[src/rtl/led_pwm_slave_if.sv]
// Byte register bus shared by the LED controller and its sibling register slaves.
interface led_pwm_slave_if;
    logic [13:0] adr;
    logic        we;
    logic [7:0]  dat_w;
    logic [7:0]  dat_r;

    modport master (output adr, output we, output dat_w, input dat_r);
    modport slave  (input adr, input we, input dat_w, output dat_r);
endinterface

[src/rtl/led_pwm_slave.sv]
// Bus-mapped LED controller: per-LED source select between direct bit,
// external signals, PWM dimmer and blink generator, polarity applied at the pin.
//
// Blink FSM states (one per LED):
//   state  | meaning
//   B_IDLE | SEL_i is not BLINK; output 0
//   B_ON   | on phase, bcnt counts ticks against ON_i; output 1 unless ON_i==0
//   B_OFF  | off phase, bcnt counts ticks against OFF_i; output 0 (1 if OFF_i==0 and ON_i>0)
module led_pwm_slave #(
    parameter int N       = 4,
    parameter int MUX_N   = 1,
    parameter int ADDR    = 0,
    parameter int ACT_H   = 0,
    parameter int PWM_W   = 8,
    parameter int PRESC_W = 16
) (
    input  logic               clk,
    input  logic               rst,
    led_pwm_slave_if.slave     bus,
    output logic [N-1:0]       leds_wire,
    input  logic [N*MUX_N-1:0] leds_external_signal
);

    localparam logic [4:0] BLK       = 5'(ADDR);
    localparam logic [7:0] SEL_PWM   = 8'(MUX_N + 1);
    localparam logic [7:0] SEL_BLINK = 8'(MUX_N + 2);

    typedef enum logic [1:0] {B_IDLE, B_ON, B_OFF} blink_state_e;

    logic               blk_sel, wr_en, rd_en;
    logic [8:0]         offset;
    logic [N-1:0]       direct_r;
    logic [7:0]         presc_l, presc_h;
    logic [7:0]         sel_r    [N];
    logic [PWM_W-1:0]   duty_r   [N];
    logic [PWM_W-1:0]   shadow_r [N];
    logic [7:0]         on_r     [N];
    logic [7:0]         off_r    [N];
    logic [7:0]         rd_data, dat_r_q;
    logic [PWM_W-1:0]   pcnt;
    logic [PRESC_W-1:0] pres_cnt;
    logic               tick;
    blink_state_e       b_state     [N];
    blink_state_e       b_state_nxt [N];
    logic [7:0]         bcnt        [N];
    logic [7:0]         bcnt_nxt    [N];
    logic [N-1:0]       pwm_out, blink_out, led_l;

    assign offset  = bus.adr[8:0];
    assign blk_sel = (bus.adr[13:9] == BLK);
    assign wr_en   = blk_sel && bus.we;
    assign rd_en   = blk_sel && !bus.we;

    always_ff @(posedge clk or posedge rst) begin
        if (rst) begin
            direct_r <= '0;
            presc_l  <= '0;
            presc_h  <= '0;
            for (int i = 0; i < N; i++) begin
                sel_r[i]  <= '0;
                duty_r[i] <= '0;
                on_r[i]   <= '0;
                off_r[i]  <= '0;
            end
        end else if (wr_en) begin
            if (offset == 9'h000) direct_r <= bus.dat_w[N-1:0];
            if (offset == 9'h001) presc_l  <= bus.dat_w;
            if (offset == 9'h002) presc_h  <= bus.dat_w;
            for (int i = 0; i < N; i++) begin
                if (offset == 9'(16 + 4*i)) sel_r[i]  <= bus.dat_w;
                if (offset == 9'(17 + 4*i)) duty_r[i] <= PWM_W'(bus.dat_w);
                if (offset == 9'(18 + 4*i)) on_r[i]   <= bus.dat_w;
                if (offset == 9'(19 + 4*i)) off_r[i]  <= bus.dat_w;
            end
        end
    end

    always_comb begin
        rd_data = 8'h00;
        if (offset == 9'h000) rd_data = 8'(direct_r);
        if (offset == 9'h001) rd_data = presc_l;
        if (offset == 9'h002) rd_data = presc_h;
        for (int i = 0; i < N; i++) begin
            if (offset == 9'(16 + 4*i)) rd_data = sel_r[i];
            if (offset == 9'(17 + 4*i)) rd_data = 8'(duty_r[i]);
            if (offset == 9'(18 + 4*i)) rd_data = on_r[i];
            if (offset == 9'(19 + 4*i)) rd_data = off_r[i];
        end
    end

    // dat_r holds through writes and foreign-block cycles
    always_ff @(posedge clk or posedge rst) begin
        if (rst)        dat_r_q <= 8'h00;
        else if (rd_en) dat_r_q <= rd_data;
    end

    assign bus.dat_r = dat_r_q;

    // Shadow duty reloads only at the period boundary so a mid-period write
    // never distorts the running period.
    always_ff @(posedge clk or posedge rst) begin
        if (rst) begin
            pcnt <= '0;
            for (int i = 0; i < N; i++) shadow_r[i] <= '0;
        end else begin
            pcnt <= pcnt + 1'b1;
            if (pcnt == '1) begin
                for (int i = 0; i < N; i++) shadow_r[i] <= duty_r[i];
            end
        end
    end

    always_comb begin
        for (int i = 0; i < N; i++) pwm_out[i] = (pcnt < shadow_r[i]);
    end

    always_ff @(posedge clk or posedge rst) begin
        if (rst)                 pres_cnt <= '0;
        else if (pres_cnt == '0) pres_cnt <= PRESC_W'({presc_h, presc_l});
        else                     pres_cnt <= pres_cnt - 1'b1;
    end

    assign tick = (pres_cnt == '0);

    always_ff @(posedge clk or posedge rst) begin
        if (rst) begin
            for (int i = 0; i < N; i++) begin
                b_state[i] <= B_IDLE;
                bcnt[i]    <= '0;
            end
        end else begin
            for (int i = 0; i < N; i++) begin
                b_state[i] <= b_state_nxt[i];
                bcnt[i]    <= bcnt_nxt[i];
            end
        end
    end

    always_comb begin
        for (int i = 0; i < N; i++) begin
            b_state_nxt[i] = b_state[i];
            bcnt_nxt[i]    = bcnt[i];
            blink_out[i]   = 1'b0;
            if (sel_r[i] != SEL_BLINK) begin
                b_state_nxt[i] = B_IDLE;
                bcnt_nxt[i]    = '0;
            end else begin
                case (b_state[i])
                    B_IDLE: begin
                        b_state_nxt[i] = B_ON;
                        bcnt_nxt[i]    = '0;
                    end
                    B_ON: begin
                        if (tick) begin
                            if (({1'b0, bcnt[i]} + 9'd1) >= {1'b0, on_r[i]}) begin
                                b_state_nxt[i] = B_OFF;
                                bcnt_nxt[i]    = '0;
                            end else begin
                                bcnt_nxt[i] = bcnt[i] + 8'd1;
                            end
                        end
                    end
                    B_OFF: begin
                        if (tick) begin
                            if (({1'b0, bcnt[i]} + 9'd1) >= {1'b0, off_r[i]}) begin
                                b_state_nxt[i] = B_ON;
                                bcnt_nxt[i]    = '0;
                            end else begin
                                bcnt_nxt[i] = bcnt[i] + 8'd1;
                            end
                        end
                    end
                    default: begin
                        b_state_nxt[i] = B_IDLE;
                        bcnt_nxt[i]    = '0;
                    end
                endcase
            end
            // Zero-length phases are masked at the output rather than skipped
            blink_out[i] = (on_r[i] != 8'd0) &&
                           ((b_state[i] == B_ON) ||
                            ((b_state[i] == B_OFF) && (off_r[i] == 8'd0)));
        end
    end

    always_comb begin
        for (int i = 0; i < N; i++) begin
            led_l[i] = 1'b0;
            if (sel_r[i] == 8'd0) led_l[i] = direct_r[i];
            for (int j = 0; j < MUX_N; j++) begin
                if (sel_r[i] == 8'(j + 1)) led_l[i] = leds_external_signal[i*MUX_N + j];
            end
            if (sel_r[i] == SEL_PWM)   led_l[i] = pwm_out[i];
            if (sel_r[i] == SEL_BLINK) led_l[i] = blink_out[i];
        end
    end

    assign leds_wire = (ACT_H != 0) ? led_l : ~led_l;

endmodule

[src/flat_wrapper.sv]
// flat-port wrapper written by rule: the top's interface ports become plain ports
module led_pwm_slave_flat 
#(
    parameter int N       = 4,
    parameter int MUX_N   = 1,
    parameter int ADDR    = 0,
    parameter int ACT_H   = 0,
    parameter int PWM_W   = 8,
    parameter int PRESC_W = 16
)
  (clk, rst, leds_wire, leds_external_signal, bus_adr, bus_we, bus_dat_w, bus_dat_r);
  led_pwm_slave_if bus_i ();
  input  logic clk;
  input  logic rst;
  output logic [N-1:0] leds_wire;
  input  logic [N*MUX_N-1:0] leds_external_signal;
  input wire logic [$bits(bus_i.adr)-1:0] bus_adr;
  input wire logic [$bits(bus_i.we)-1:0] bus_we;
  input wire logic [$bits(bus_i.dat_w)-1:0] bus_dat_w;
  output wire logic [$bits(bus_i.dat_r)-1:0] bus_dat_r;
  assign bus_i.adr = bus_adr;
  assign bus_i.we = bus_we;
  assign bus_i.dat_w = bus_dat_w;
  assign bus_dat_r = bus_i.dat_r;
  led_pwm_slave #(.N(N), .MUX_N(MUX_N), .ADDR(ADDR), .ACT_H(ACT_H), .PWM_W(PWM_W), .PRESC_W(PRESC_W)) u_core (.clk(clk), .rst(rst), .bus(bus_i), .leds_wire(leds_wire), .leds_external_signal(leds_external_signal));
endmodule
[config.mk]
export PLATFORM = sky130hd
export DESIGN_NAME = led_pwm_slave_flat
export DESIGN_NICKNAME = d
export VERILOG_FILES = /design/src/rtl/led_pwm_slave_if.sv /design/src/rtl/led_pwm_slave.sv /design/src/flat_wrapper.sv
export SDC_FILE = /design/constraint.sdc
export NUM_CORES = 1
export LEC_CHECK = 0
export BUFFER_PORTS_ARGS = -buffer_cell sky130_fd_sc_hd__buf_2
export CORE_ASPECT_RATIO = 0.6
export CORE_MARGIN = 2
export CORE_UTILIZATION = 45
export DETAILED_ROUTE_END_ITERATION = 10
export GPL_ROUTABILITY_DRIVEN = 0
export SYNTH_ARGS = -nofsm -noshare
export SYNTH_HDL_FRONTEND = slang
export SYNTH_SLANG_ARGS = --single-unit
[constraint.sdc]
create_clock -name clk -period 19.2 [get_ports clk]
set_clock_uncertainty 0.05 [all_clocks]
set_input_delay 0.96 -clock clk [delete_from_list [all_inputs] [get_ports clk]]
set_output_delay 0.96 -clock clk [all_outputs]
set_load 0.005 [all_outputs]
==> impl.org <==
** Worst setup path
- The critical path goes through ha_1, a21o_1, a21oi_1, o21ai_0, a211oi_1, o21ai_0, a221o_1, buf_2.
- The largest individual stage delay along the critical path comes from the cell o21ai_0.
- Together, buffers and inverters on the worst path number 1.
- Critical path start-end classification :: reg -> out
- The largest single stage delay on the critical path is 0.67 ns.
- Cell family contributing the most delay on the critical path :: compound AO/OA/AOI/OAI gates
- Of all nets on the critical path, the largest fanout is 8.
- The most numerous cell type found on the critical path is o21ai_0.
- The worst setup path is captured at a primary output.
- Required time worst endpoint :: 18.19 ns
- Data on the critical path arrives at its endpoint at 3.00 ns.
- Sort of element at the start of the critical path :: flip-flop

** STA
- Setup repair after global routing missed its margin :: no
- Normalized max-slew margin :: 26.4%
- Clock period minus worst slack :: 4.01 ns
- Peak clock frequency supported by timing :: 0.250 GHz
- Count of final max-slew check failures :: 0
- Setup slack closes at 15.19 ns.
- The worst path uses 20.9% of the clock period.
- Number of hold-slack violations in the final timing report :: 0
- For the final routed database, the setup TNS stands at 0 ns.
- Setup violations remaining at the end of the flow were counted as 0.
- At the pin with the least slew margin, the transition time is 1.10 ns.

** Clocking
- Clock insertion delay at the later pin of the skew report :: 0.54 ns
- The number of clock buffers added by TritonCTS is 25.
- For this design, the CTS-stage hold fixing added 0 buffers.
- # Post-CTS Setup Buffers :: 0
- # clock sinks :: 252
- H-Tree Depth :: 1
- Clock transition at the registers of the reported paths :: 0.06 ns
- Number of instances resized during post-cts repair :: 0
- TritonCTS built the clock tree.
- Counting along the longest clock path gives a buffer depth of 3.
- Clock root buffer master :: clkbuf_16

** Die
- Once the floorplan was initialized, standard cells occupied 45.7% of the core.
- Die outline height :: 145 um
- Floorplan die area :: 34500 um2
- Pin placement for this block handled 41 I/O pins.
- The initialized floorplan defines 51 standard-cell rows.
- The region available for standard cell placement spans 32500 um2.
- Chip width :: 238 um

** Final layout
- Excluding fillers, the count of instances in the completed layout stands at 1995.
- 0 antenna diodes ended up in the layout.
- Most frequent cells in the layout :: dfrtp_1 (252), nand2_1 (172), o21ai_0 (146)
- For this run, the post-layout net count is 1696.
- The area growth from synthesis to layout is 9.47%.
- The post-route netlist has 15.1% of its cells at a drive strength greater than 1.
- Once layout is complete, the utilization of the core stands at 50.0%.
- Leaving out fill and tap cells, the most frequent cell in the layout is dfrtp_1.

** Placement
- Number of placed instances with taps included :: 1949
- Buffers placed on the I/O ports in this run total 40.
- Post-Place Setup Slack :: 15.19 ns
- Summed over all nets, the half-perimeter wirelength after detailed placement is 32.9 mm.

** Detailed routing
- Post-DR vias/cell :: 6.02
- Post-DR wirelength/cell :: 22.4 um
- DRC marker count from the first detailed-route iteration :: 1069
- Number of vias after detailed routing :: 12000
- For this run, design rule violations remaining after detail routing come to 0.
- The detail route stage leaves a number of antenna-violating nets equal to 0.
- Number of search-and-repair iterations in the first detailed-routing pass :: 7
- The final layout contains routed wiring with a total length of 44.7 mm.

** GRT
- The initial antenna violation count is 0.
- The via count of the first global-routing pass is 11200.
- First-pass GRT wire length :: 69.0 mm
- For this run, the total global-route usage over all layers was measured as 26.4%.
- The total overflow left after global routing is 0.
- Pin count of the biggest net entering global routing :: 123

** Logic synthesis
- Number of distinct library cells after synthesis :: 75
- Number of warning messages in the yosys log :: 0
- Share of synthesized flip-flops with an asynchronous set or reset :: 100%
- Sequential cells were found to cover 42.5% of the synthesized design area.
- Synthesized cell area :: 14800 um2
- Among all flip-flop cells after synthesis, the most frequent one is dfrtp_1.
- In this run, synthesis inferred 0 flip-flops with an integrated enable.
- Gate count of the mapped netlist :: 1535
- Counting flops and latches in the post-synthesis netlist gives 252.
- The number of nets handed over by synthesis was 1679.
- Synthesized area divided by synthesized cell count :: 9.67 um2

** Run status
- The flow ran to the end, and the final reports show no timing, DRC or antenna violations.

** Worst hold path
- Worst min path class :: reg -> reg

** Job
- Max-cap check violation count :: 0

** Power and ir drop
- Power density of the placed cells :: 72.1 nW/um2
- The design draws 1.17 mW.
- Leakage Power :: 7.74 nW
- The worst-case IR drop observed on VDD is 62.1 uV.
==> per-stage QoR <==
step	area [um2]	hold WS, ns
4_1_cts	16200	0.434
5_1_grt	16200	0.468
6_report	16200	0.431
3_5_place_dp	15400	0.420
3_3_place_gp	15400	0.415
2_1_floorplan	14800	0.400
==> cell usage after synthesis (11+ instances only) <==
library cell  number  area [um2]
a211oi_1          11        82.6
a21o_1            18         135
a21oi_1           59         295
a221oi_1          13         114
a22oi_1           20         150
buf_1             12        45.0
clkbuf_1          39         146
dfrtp_1          252        6310
ha_1             115        1440
inv_1            115         432
mux2_2           118        1330
mux2i_1           13         130
nand2_1          172         646
nand2b_1          23         144
nand3_1           39         195
nor2_1            89         334
nor3_1            24         120
nor4_1            19         119
o21ai_0          146         731
o22ai_1           14        87.6
xnor2_1           27         236
xor2_1            12         105
==> state kept, by name, summed over array words and instances, names as in the netlist <==
signal            count
u_core.off_r         32
u_core.shadow_r      32
u_core.presc_h        8
u_core.b_state        8
u_core.direct_r       4
u_core.on_r          32
u_core.bus.dat_r      8
u_core.pcnt           8
u_core.presc_l        8
u_core.sel_r         32
u_core.duty_r        32
u_core.pres_cnt      16
u_core.bcnt          32
==> where the power goes <==
| part | switching (mW) | internal, mW | total, mW |
|---|---|---|---|
| logic | 0.0563 | 0.0301 | 0.0864 |
| clock network | 0.220 | 0.294 | 0.514 |
| registers | 0.0201 | 0.551 | 0.571 |
| total | 0.297 | 0.875 | 1.17 |
==> routing by layer <==
metal | vias to the layer above | track usage, % | share of wire [%]
met2 | 478 | 34.9 | 38
met5 | - | 0 | 0
li1 | 5579 | - | -
met1 | 5898 | 41.8 | 50
met4 | 0 | 5.43 | 1.9
met3 | 61 | 7.61 | 10
==> path summary, 6_finish.rpt <==
path,startpoint,slack [ns],cells past startpoint,endpoint
worst min register to register,u_core.shadow_r[23],0.43,2,u_core.shadow_r[23]
worst max-delay path,u_core.pcnt[1],15.19,8,leds_wire[1]
max in group asynchronous,rst,16.40,4,u_core.shadow_r[24]
worst max register to register,u_core.bcnt[24],15.73,10,u_core.bcnt[31]
worst min-delay path,u_core.shadow_r[23],0.43,2,u_core.shadow_r[23]
min in group asynchronous,rst,0.51,2,u_core.bcnt[28]
==> final cells by class <==
| cell class | count | area, um2 |
|---|---|---|
| clock buffer | 31 | 678 |
| clock inverter | 15 | 168 |
| fill | 2996 | 16200 |
| inverter | 116 | 443 |
| multi-input combinational | 1110 | 7870 |
| sequential | 252 | 6310 |
| tap | 424 | 531 |
| timing repair buffer | 47 | 253 |
==> worst min-delay path, delay by kind of cell (launching register included) <==
family          cells  cell delay, ns
compound gates      1            0.06
flops               1            0.34
simple gates        1            0.05
==> kinds of logic after synthesis <==
family | share of synthesized area, %
AND/OR/NAND/NOR | 14.9
AO/OA/AOI/OAI | 15.9
flip-flops | 42.5
buffers and inverters | 4.49
multiplexers | 10.1
adder cells (fa/ha/maj) | 9.70
XOR/XNOR | 2.30
Note: power is estimated with default switching activity, not from simulation.
